==> config.mk <==
export PLATFORM = sky130hd
export DESIGN_NAME = multicycle_ctrl
export DESIGN_NICKNAME = d
export VERILOG_FILES = /design/src/rtl/cpu_ctrl_pkg.sv /design/src/rtl/ctrl_decode.sv /design/src/rtl/multicycle_ctrl.sv
export SDC_FILE = /design/constraint.sdc
export NUM_CORES = 1
export LEC_CHECK = 0
export BUFFER_PORTS_ARGS = -buffer_cell sky130_fd_sc_hd__buf_2
export CAP_MARGIN = 20
export CORE_AREA = 4 4 46 48
export CTS_CLUSTER_DIAMETER = 40
export DETAILED_ROUTE_END_ITERATION = 8
export DIE_AREA = 0 0 50 52
export HOLD_SLACK_MARGIN = 0.15
export PLACE_DENSITY = 0.83
export SLEW_MARGIN = 10
export SYNTH_ARGS = -nofsm -noshare
export SYNTH_HDL_FRONTEND = slang
export SYNTH_SLANG_ARGS = --single-unit
==> constraint.sdc <==
create_clock -name CLK -period 1.27 [get_ports CLK]
set_clock_uncertainty 0.05 [all_clocks]
set_input_delay 0.1905 -clock CLK [delete_from_list [all_inputs] [get_ports CLK]]
set_output_delay 0.1905 -clock CLK [all_outputs]
set_load 0.1 [all_outputs]
==> src/rtl/cpu_ctrl_pkg.sv <==
// cpu_ctrl_pkg: opcodes, state encodings and select codes shared by the multi-cycle control unit.
package cpu_ctrl_pkg;
   localparam logic [5:0] OP_ADD   = 6'b000000;
   localparam logic [5:0] OP_SUB   = 6'b000001;
   localparam logic [5:0] OP_ADDIU = 6'b000010;
   localparam logic [5:0] OP_AND   = 6'b010000;
   localparam logic [5:0] OP_ANDI  = 6'b010001;
   localparam logic [5:0] OP_ORI   = 6'b010010;
   localparam logic [5:0] OP_XORI  = 6'b010011;
   localparam logic [5:0] OP_SLL   = 6'b011000;
   localparam logic [5:0] OP_SLTI  = 6'b100110;
   localparam logic [5:0] OP_SLT   = 6'b100111;
   localparam logic [5:0] OP_SW    = 6'b110000;
   localparam logic [5:0] OP_LW    = 6'b110001;
   localparam logic [5:0] OP_BEQ   = 6'b110100;
   localparam logic [5:0] OP_BNE   = 6'b110101;
   localparam logic [5:0] OP_BLTZ  = 6'b110110;
   localparam logic [5:0] OP_J     = 6'b111000;
   localparam logic [5:0] OP_JR    = 6'b111001;
   localparam logic [5:0] OP_JAL   = 6'b111010;
   localparam logic [5:0] OP_HALT  = 6'b111111;
   typedef enum logic [2:0] {
      S_IF     = 3'b000,
      S_ID     = 3'b001,
      S_EXE_LS = 3'b010,
      S_MEM    = 3'b011,
      S_WB_LD  = 3'b100,
      S_EXE_BR = 3'b101,
      S_EXE_AL = 3'b110,
      S_WB_AL  = 3'b111
   } state_t;
   localparam logic [2:0] ALU_ADD = 3'b000;
   localparam logic [2:0] ALU_SUB = 3'b001;
   localparam logic [2:0] ALU_SLL = 3'b010;
   localparam logic [2:0] ALU_OR  = 3'b011;
   localparam logic [2:0] ALU_AND = 3'b100;
   localparam logic [2:0] ALU_SLT = 3'b110;
   localparam logic [2:0] ALU_XOR = 3'b111;
   localparam logic [1:0] PC_NEXT = 2'd0;
   localparam logic [1:0] PC_BR   = 2'd1;
   localparam logic [1:0] PC_JR   = 2'd2;
   localparam logic [1:0] PC_J    = 2'd3;
   localparam logic [1:0] RD_R31  = 2'd0;
   localparam logic [1:0] RD_RT   = 2'd1;
   localparam logic [1:0] RD_RD   = 2'd2;
   function automatic logic [2:0] alu_op(input logic [5:0] op);
      return op == OP_SUB ? ALU_SUB :
             op inside {OP_AND, OP_ANDI} ? ALU_AND :
             op == OP_ORI ? ALU_OR :
             op == OP_XORI ? ALU_XOR :
             op == OP_SLL ? ALU_SLL :
             op inside {OP_SLT, OP_SLTI} ? ALU_SLT : ALU_ADD;
   endfunction
endpackage

==> src/rtl/ctrl_decode.sv <==
// ctrl_decode: classifies an opcode into the instruction groups that steer sequencing and strobes.
module ctrl_decode
   import cpu_ctrl_pkg::*;
(
   input  logic [5:0] op,
   output logic       is_rtype,
   output logic       is_imm,
   output logic       zext,
   output logic       is_branch,
   output logic       is_ls,
   output logic       is_jump,
   output logic       is_halt
);
   assign is_rtype  = op inside {OP_ADD, OP_SUB, OP_AND, OP_SLL, OP_SLT};
   assign is_imm    = op inside {OP_ADDIU, OP_ANDI, OP_ORI, OP_XORI, OP_SLTI};
   assign zext      = op inside {OP_ANDI, OP_ORI, OP_XORI};
   assign is_branch = op inside {OP_BEQ, OP_BNE, OP_BLTZ};
   assign is_ls     = op inside {OP_LW, OP_SW};
   assign is_jump   = op inside {OP_J, OP_JR, OP_JAL};
   assign is_halt   = op == OP_HALT;
endmodule

==> src/rtl/multicycle_ctrl.sv <==
// multicycle_ctrl: IF/ID/EXE/MEM/WB sequencer driving all datapath strobes and mux selects.
module multicycle_ctrl
   import cpu_ctrl_pkg::*;
#(
   parameter int OPW = 6,
   parameter int STW = 3
) (
   input  logic           CLK,
   input  logic           Rst,
   input  logic [OPW-1:0] op,
   input  logic           zero,
   input  logic           sign,
   output logic           PCWre,
   output logic           IRWre,
   output logic           InsMemRW,
   output logic           ExtSel,
   output logic           ALUSrcA,
   output logic           ALUSrcB,
   output logic [2:0]     ALUOp,
   output logic           DBDataSrc,
   output logic           RegWre,
   output logic           RegWreDst,
   output logic [1:0]     RegDst,
   output logic           mRD,
   output logic           mWR,
   output logic [1:0]     PCSrc,
   output logic [STW-1:0] state
);
   state_t cur, nxt;
   logic halted, is_rtype, is_imm, zext, is_branch, is_ls, is_jump, is_halt, is_alu, taken;
   ctrl_decode u_dec (
      .op(op[5:0]), .is_rtype(is_rtype), .is_imm(is_imm), .zext(zext),
      .is_branch(is_branch), .is_ls(is_ls), .is_jump(is_jump), .is_halt(is_halt)
   );
   assign is_alu = is_rtype | is_imm;
   assign taken  = (op == OP_BEQ && zero) || (op == OP_BNE && !zero) || (op == OP_BLTZ && sign);
   assign state  = STW'(cur);
   always_ff @(posedge CLK or negedge Rst) begin
      if (!Rst) begin
         cur    <= S_IF;
         halted <= 1'b0;
      end else begin
         cur <= nxt;
         if (cur == S_ID && is_halt) halted <= 1'b1;
      end
   end
   always_comb begin
      nxt = S_IF;
      case (cur)
         S_IF:     nxt = halted ? S_IF : S_ID;
         S_ID:     nxt = is_branch ? S_EXE_BR : is_ls ? S_EXE_LS : is_alu ? S_EXE_AL : S_IF;
         S_EXE_AL: nxt = S_WB_AL;
         S_EXE_LS: nxt = S_MEM;
         S_MEM:    nxt = op == OP_LW ? S_WB_LD : S_IF;
         default:  nxt = S_IF;
      endcase
   end
   always_comb begin
      PCWre = 1'b0; IRWre = 1'b0; InsMemRW = 1'b1; ExtSel = 1'b0; ALUSrcA = 1'b0; ALUSrcB = 1'b0;
      ALUOp = ALU_ADD; DBDataSrc = 1'b0; RegWre = 1'b0; RegWreDst = 1'b0; RegDst = RD_R31;
      mRD = 1'b0; mWR = 1'b0; PCSrc = PC_NEXT;
      case (cur)
         S_IF: IRWre = !halted;
         S_ID: begin
            // jumps retire here; undefined opcodes retire as a NOP advancing to PC+4
            PCWre  = is_jump || !(is_alu || is_branch || is_ls || is_halt);
            PCSrc  = op == OP_JR ? PC_JR : is_jump ? PC_J : PC_NEXT;
            RegWre = op == OP_JAL;
         end
         S_EXE_AL, S_WB_AL: begin
            ALUSrcA   = op == OP_SLL;
            ALUSrcB   = is_imm;
            ExtSel    = !zext;
            ALUOp     = alu_op(op[5:0]);
            RegWre    = cur == S_WB_AL;
            RegWreDst = cur == S_WB_AL;
            PCWre     = cur == S_WB_AL;
            RegDst    = cur != S_WB_AL ? RD_R31 : is_imm ? RD_RT : RD_RD;
         end
         S_EXE_BR: begin
            ALUOp  = ALU_SUB;
            ExtSel = 1'b1;
            PCWre  = 1'b1;
            PCSrc  = taken ? PC_BR : PC_NEXT;
         end
         S_EXE_LS, S_MEM: begin
            ALUSrcB = 1'b1;
            ExtSel  = 1'b1;
            mRD     = cur == S_MEM && op == OP_LW;
            mWR     = cur == S_MEM && op == OP_SW;
            PCWre   = cur == S_MEM && op == OP_SW;
         end
         S_WB_LD: begin
            mRD       = 1'b1;
            DBDataSrc = 1'b1;
            RegWre    = 1'b1;
            RegWreDst = 1'b1;
            RegDst    = RD_RT;
            PCWre     = 1'b1;
         end
         default: ;
      endcase
      if (!Rst) begin
         PCWre = 1'b0; IRWre = 1'b0; RegWre = 1'b0; mWR = 1'b0; mRD = 1'b0;
      end
   end
endmodule

==> run metrics, run 1 <==
Syn Nets=116; post-synthesis compound-gate area fraction=0.290; Inst Count DP=192; last stage reached=clock tree synthesis (4_1_cts); asr flop ratio synth=1.00; CTS root buf=clkbuf_4; share of the synthesized area in the top cell type=0.146; Die Wd=50 um; hold_buf cts=2; hpwl dp=2.81 mm; post-synthesis sequential area ratio=0.146; register bit total from synthesis=4; post-synthesis area per instance=6.47 um^2; H-tree depth=1; first error message=[ERROR DPL-0038] Utilization greater than 100%, impossible to legalize; CTS resizes=56; Sink Count=4; top cells by area, synth=dfrtp_1, nand2_1, nor2_1; Max Buffers Root-to-Sink=2; Std-Cell Rows=15; port bufs=29; synth warn=0; main combinational cell family by area after synthesis=simple AND/OR/NAND/NOR gates; die height=52 um; Initial Util=0.401; Post-synth top flop=dfrtp_1; Yosys cell types=41; Post-synth EDFFs=0; Simple-Gate Fraction of Synth Area=0.434; synthesized area=686 um^2; leading area contributor after synthesis=dfrtp_1; Ports=31; Post-CTS Setup Inserts=12; DP Area=1580 um^2; adder-cell area share of the yosys netlist=0; mux contribution to synthesized area=0; Synth Instances=106; run status=stopped before the end; TritonCTS buffer count=3; XOR/XNOR Fraction of Synth Area=0.0128; Final GP Congestion=0.895
cells in the mapped netlist, drive strengths merged (2+ instances only):
cell	count
and2	3
o211ai	2
nor4	3
clkbuf	3
inv	4
buf	6
nand3	6
o21ai	9
o22ai	2
o21a	2
nand2b	5
nor2	14
a21oi	5
dfrtp	4
nand2	16
nor3	3
stage by stage:
| stage | worst slack [ps] | TNS [ps] |
|---|---|---|
| detailed placement | -441 | -6760 |
| global placement | -419 | -5800 |
| floorplan | -981 | -12430 |
logic make-up after synthesis:
kind of cell	count (synthesis)
buffers and inverters	13
AO/OA/AOI/OAI	30
XOR/XNOR	1
AND/OR/NAND/NOR	57
flip-flops	4
other	1
==> run 2, diff against run 1 <==
- CORE_AREA: 4 4 46 48 -> 4 4 65 67
- CTS_CLUSTER_DIAMETER: 40 -> default
- DIE_AREA: 0 0 50 52 -> 0 0 69 71
- HOLD_SLACK_MARGIN: 0.15 -> default
- PLACE_DENSITY: 0.83 -> default
- PLACE_DENSITY_LB_ADDON: default -> 0.15
- clock period: 1.27 -> 1.7 ns (I/O delays scaled with it)
==> run metrics, run 2 <==
die height=71 um; Max-Cap Viols=0; top cells by area, synth=dfrtp_1, nand2_1, nor2_1; TNS Setup=-1360 ps; Sink Count=4; number of global-route vias before repair=1051; reg2reg path depth=6; hold_buf cts=0; leading area contributor after synthesis=dfrtp_1; area delta synth->final=162%; Core Area=3630 um^2; CP Capture Point=PCWre; largest net degree at the start of global routing=11; run status=complete, but fails checks; Final Max Slew Viols=0; DRT iter0 DRCs=23; Final ANT Viol Nets=0; H-tree depth=1; CTS tree=built; setup violators final=13; crit path launch=state[1]; final worst slack=-216 ps; synth warn=0; Util after Layout=0.494; DRC=0; Yosys cell types=41; Post-synth top flop=dfrtp_1; failing checks=negative setup slack; Crit path required time=1390 ps; commonest non-fill, non-tap cell in the layout=buf_4; Peak VDD IR=0.000890 V; fillers=370; first-pass GRT wire length=4.84 mm; synthesized area=686 um^2; Final GP Congestion=0.850; DP Area=1560 um^2; CP max stage delay=470 ps; Multi-input gate area=756 um^2; worst skew pair latency=220 ps; clock-pin slew on the worst setup and hold paths=30 ps; fin area=1790 um^2; Tmin final=1920 ps; WL final=2.94 mm; share of the synthesized area in the top cell type=0.146; vias per cell=4.54; total power=2.39 mW; most frequent cells in the layout=buf_4, buf_12, nand2_1, buf_6, buf_2; worst slack at placement=-112 ps; LEAKAGE=0.727 nW; critical path's slowest cell=dfrtp_4; Global Route Usage Sum=0.121; ANT cells=0; DIE AREA=4900 um^2; Worst Path Max Fanout=3; Worst Hold Class=in2async; post-synthesis area per instance=6.47 um^2; most frequent cell after synthesis=nand2_1; Post-synth EDFFs=0; Post-synth top cells=nand2_1, nor2_1, o21ai_0; asr flop ratio synth=1.00; fin crit share=1.13; register bit total from synthesis=4; initial antenna violation count=0; crit path kind=reg2out; CP Launch Type=register; Syn Nets=116; final net count=187; power density cells=1330 nW/um^2; router iterations before antenna repair=4; RSZ-0062 raised after global routing=true; port bufs=29; hpwl dp=2.37 mm; Initial Util=0.189; CP endpoint kind=output port; register area=111 um^2; final cell count without fillers=224; gr ovfl total=0; Synth Instances=106; TritonCTS buffer count=3; Max Clock Freq=522 MHz; Ports=31; Critical Path, Cell by Cell=nand2b_4 -> buf_4 -> nor2_4 -> o211ai_1 -> o21bai_4 -> buf_12; Largest register FFs=3; Die Wd=69 um; Inst Count DP=214; Fin. Hold Viols=0; CTS root buf=clkbuf_8; Routed WL per cell=13.1 um; R2R Setup Slk=400 ps; share of post-route cells with drive strength above 1=0.676; detailed-route via count=1018; post-synthesis sequential area ratio=0.146; Std-Cell Rows=22; Max Buffers Root-to-Sink=2; WP data arrival=1610 ps; worst reg2reg startpoint=state[1]; FF-to-FF End=state[1]; hold_ws=34.5 ps
-- run 2: cell counts after synthesis --
Identical to the previous run, type by type.
-- run 2: report_power, final --
group          internal, mW  switching (mW)  total [mW]
combinational         0.741            1.21        1.95
clock                 0.161          0.0553       0.216
sequential            0.154          0.0737       0.228
total                  1.06            1.34        2.39
-- run 2: worst max-delay path, delay by kind of cell, from the launching register on --
kind | cells | cell delay, ps
flops | 1 | 470
compound gates | 2 | 330
buf+inv | 2 | 350
simple gates | 2 | 240
-- run 2: area by class of cell --
| class | count | share of cell area |
|---|---|---|
| Timing Repair Buffer | 75 | 0.448 |
| Multi-Input combinational cell | 89 | 0.421 |
| Sequential cell | 4 | 0.0621 |
| Tap cell | 48 | 0.0335 |
| Clock buffer | 4 | 0.0251 |
| Inverter | 4 | 0.0105 |
-- run 2: worst min path at each step --
stage | end | depth (start not counted)
after floorplan | halted | 0
after global placement | halted | 2
after detailed placement | halted | 2
after CTS | state[2] | 2
after global routing | state[2] | 2
final | state[2] | 2
-- run 2: what timing repair did --
item / CTS / global route
pin swaps: 3 / 6
setup buffers: 5 / 2
endpoints found under the setup margin: 14 / 16
gates resized for setup: 24 / 21
-- run 2: routing by layer --
metal | global-route usage | up-vias | routed length, um | share of wire
met3 | 0.0227 | 4 | 91 | 0.031
li1 | - | 518 | - | -
met5 | 0 | - | 0 | 0
met1 | 0.141 | 477 | 1300 | 0.44
met2 | 0.221 | 19 | 1510 | 0.51
met4 | 0.0390 | 0 | 36 | 0.012
-- run 2: cell families after synthesis --
logic type	Yosys count	share of synthesized area
other	1	0.00547
AOI/OAI and AO/OA	30	0.290
buffers and inverters	13	0.111
and+or+nand+nor	57	0.434
DFF	4	0.146
xor gates and xnor gates	1	0.0128
No activity file was read; power rests on OpenSTA's default activity.
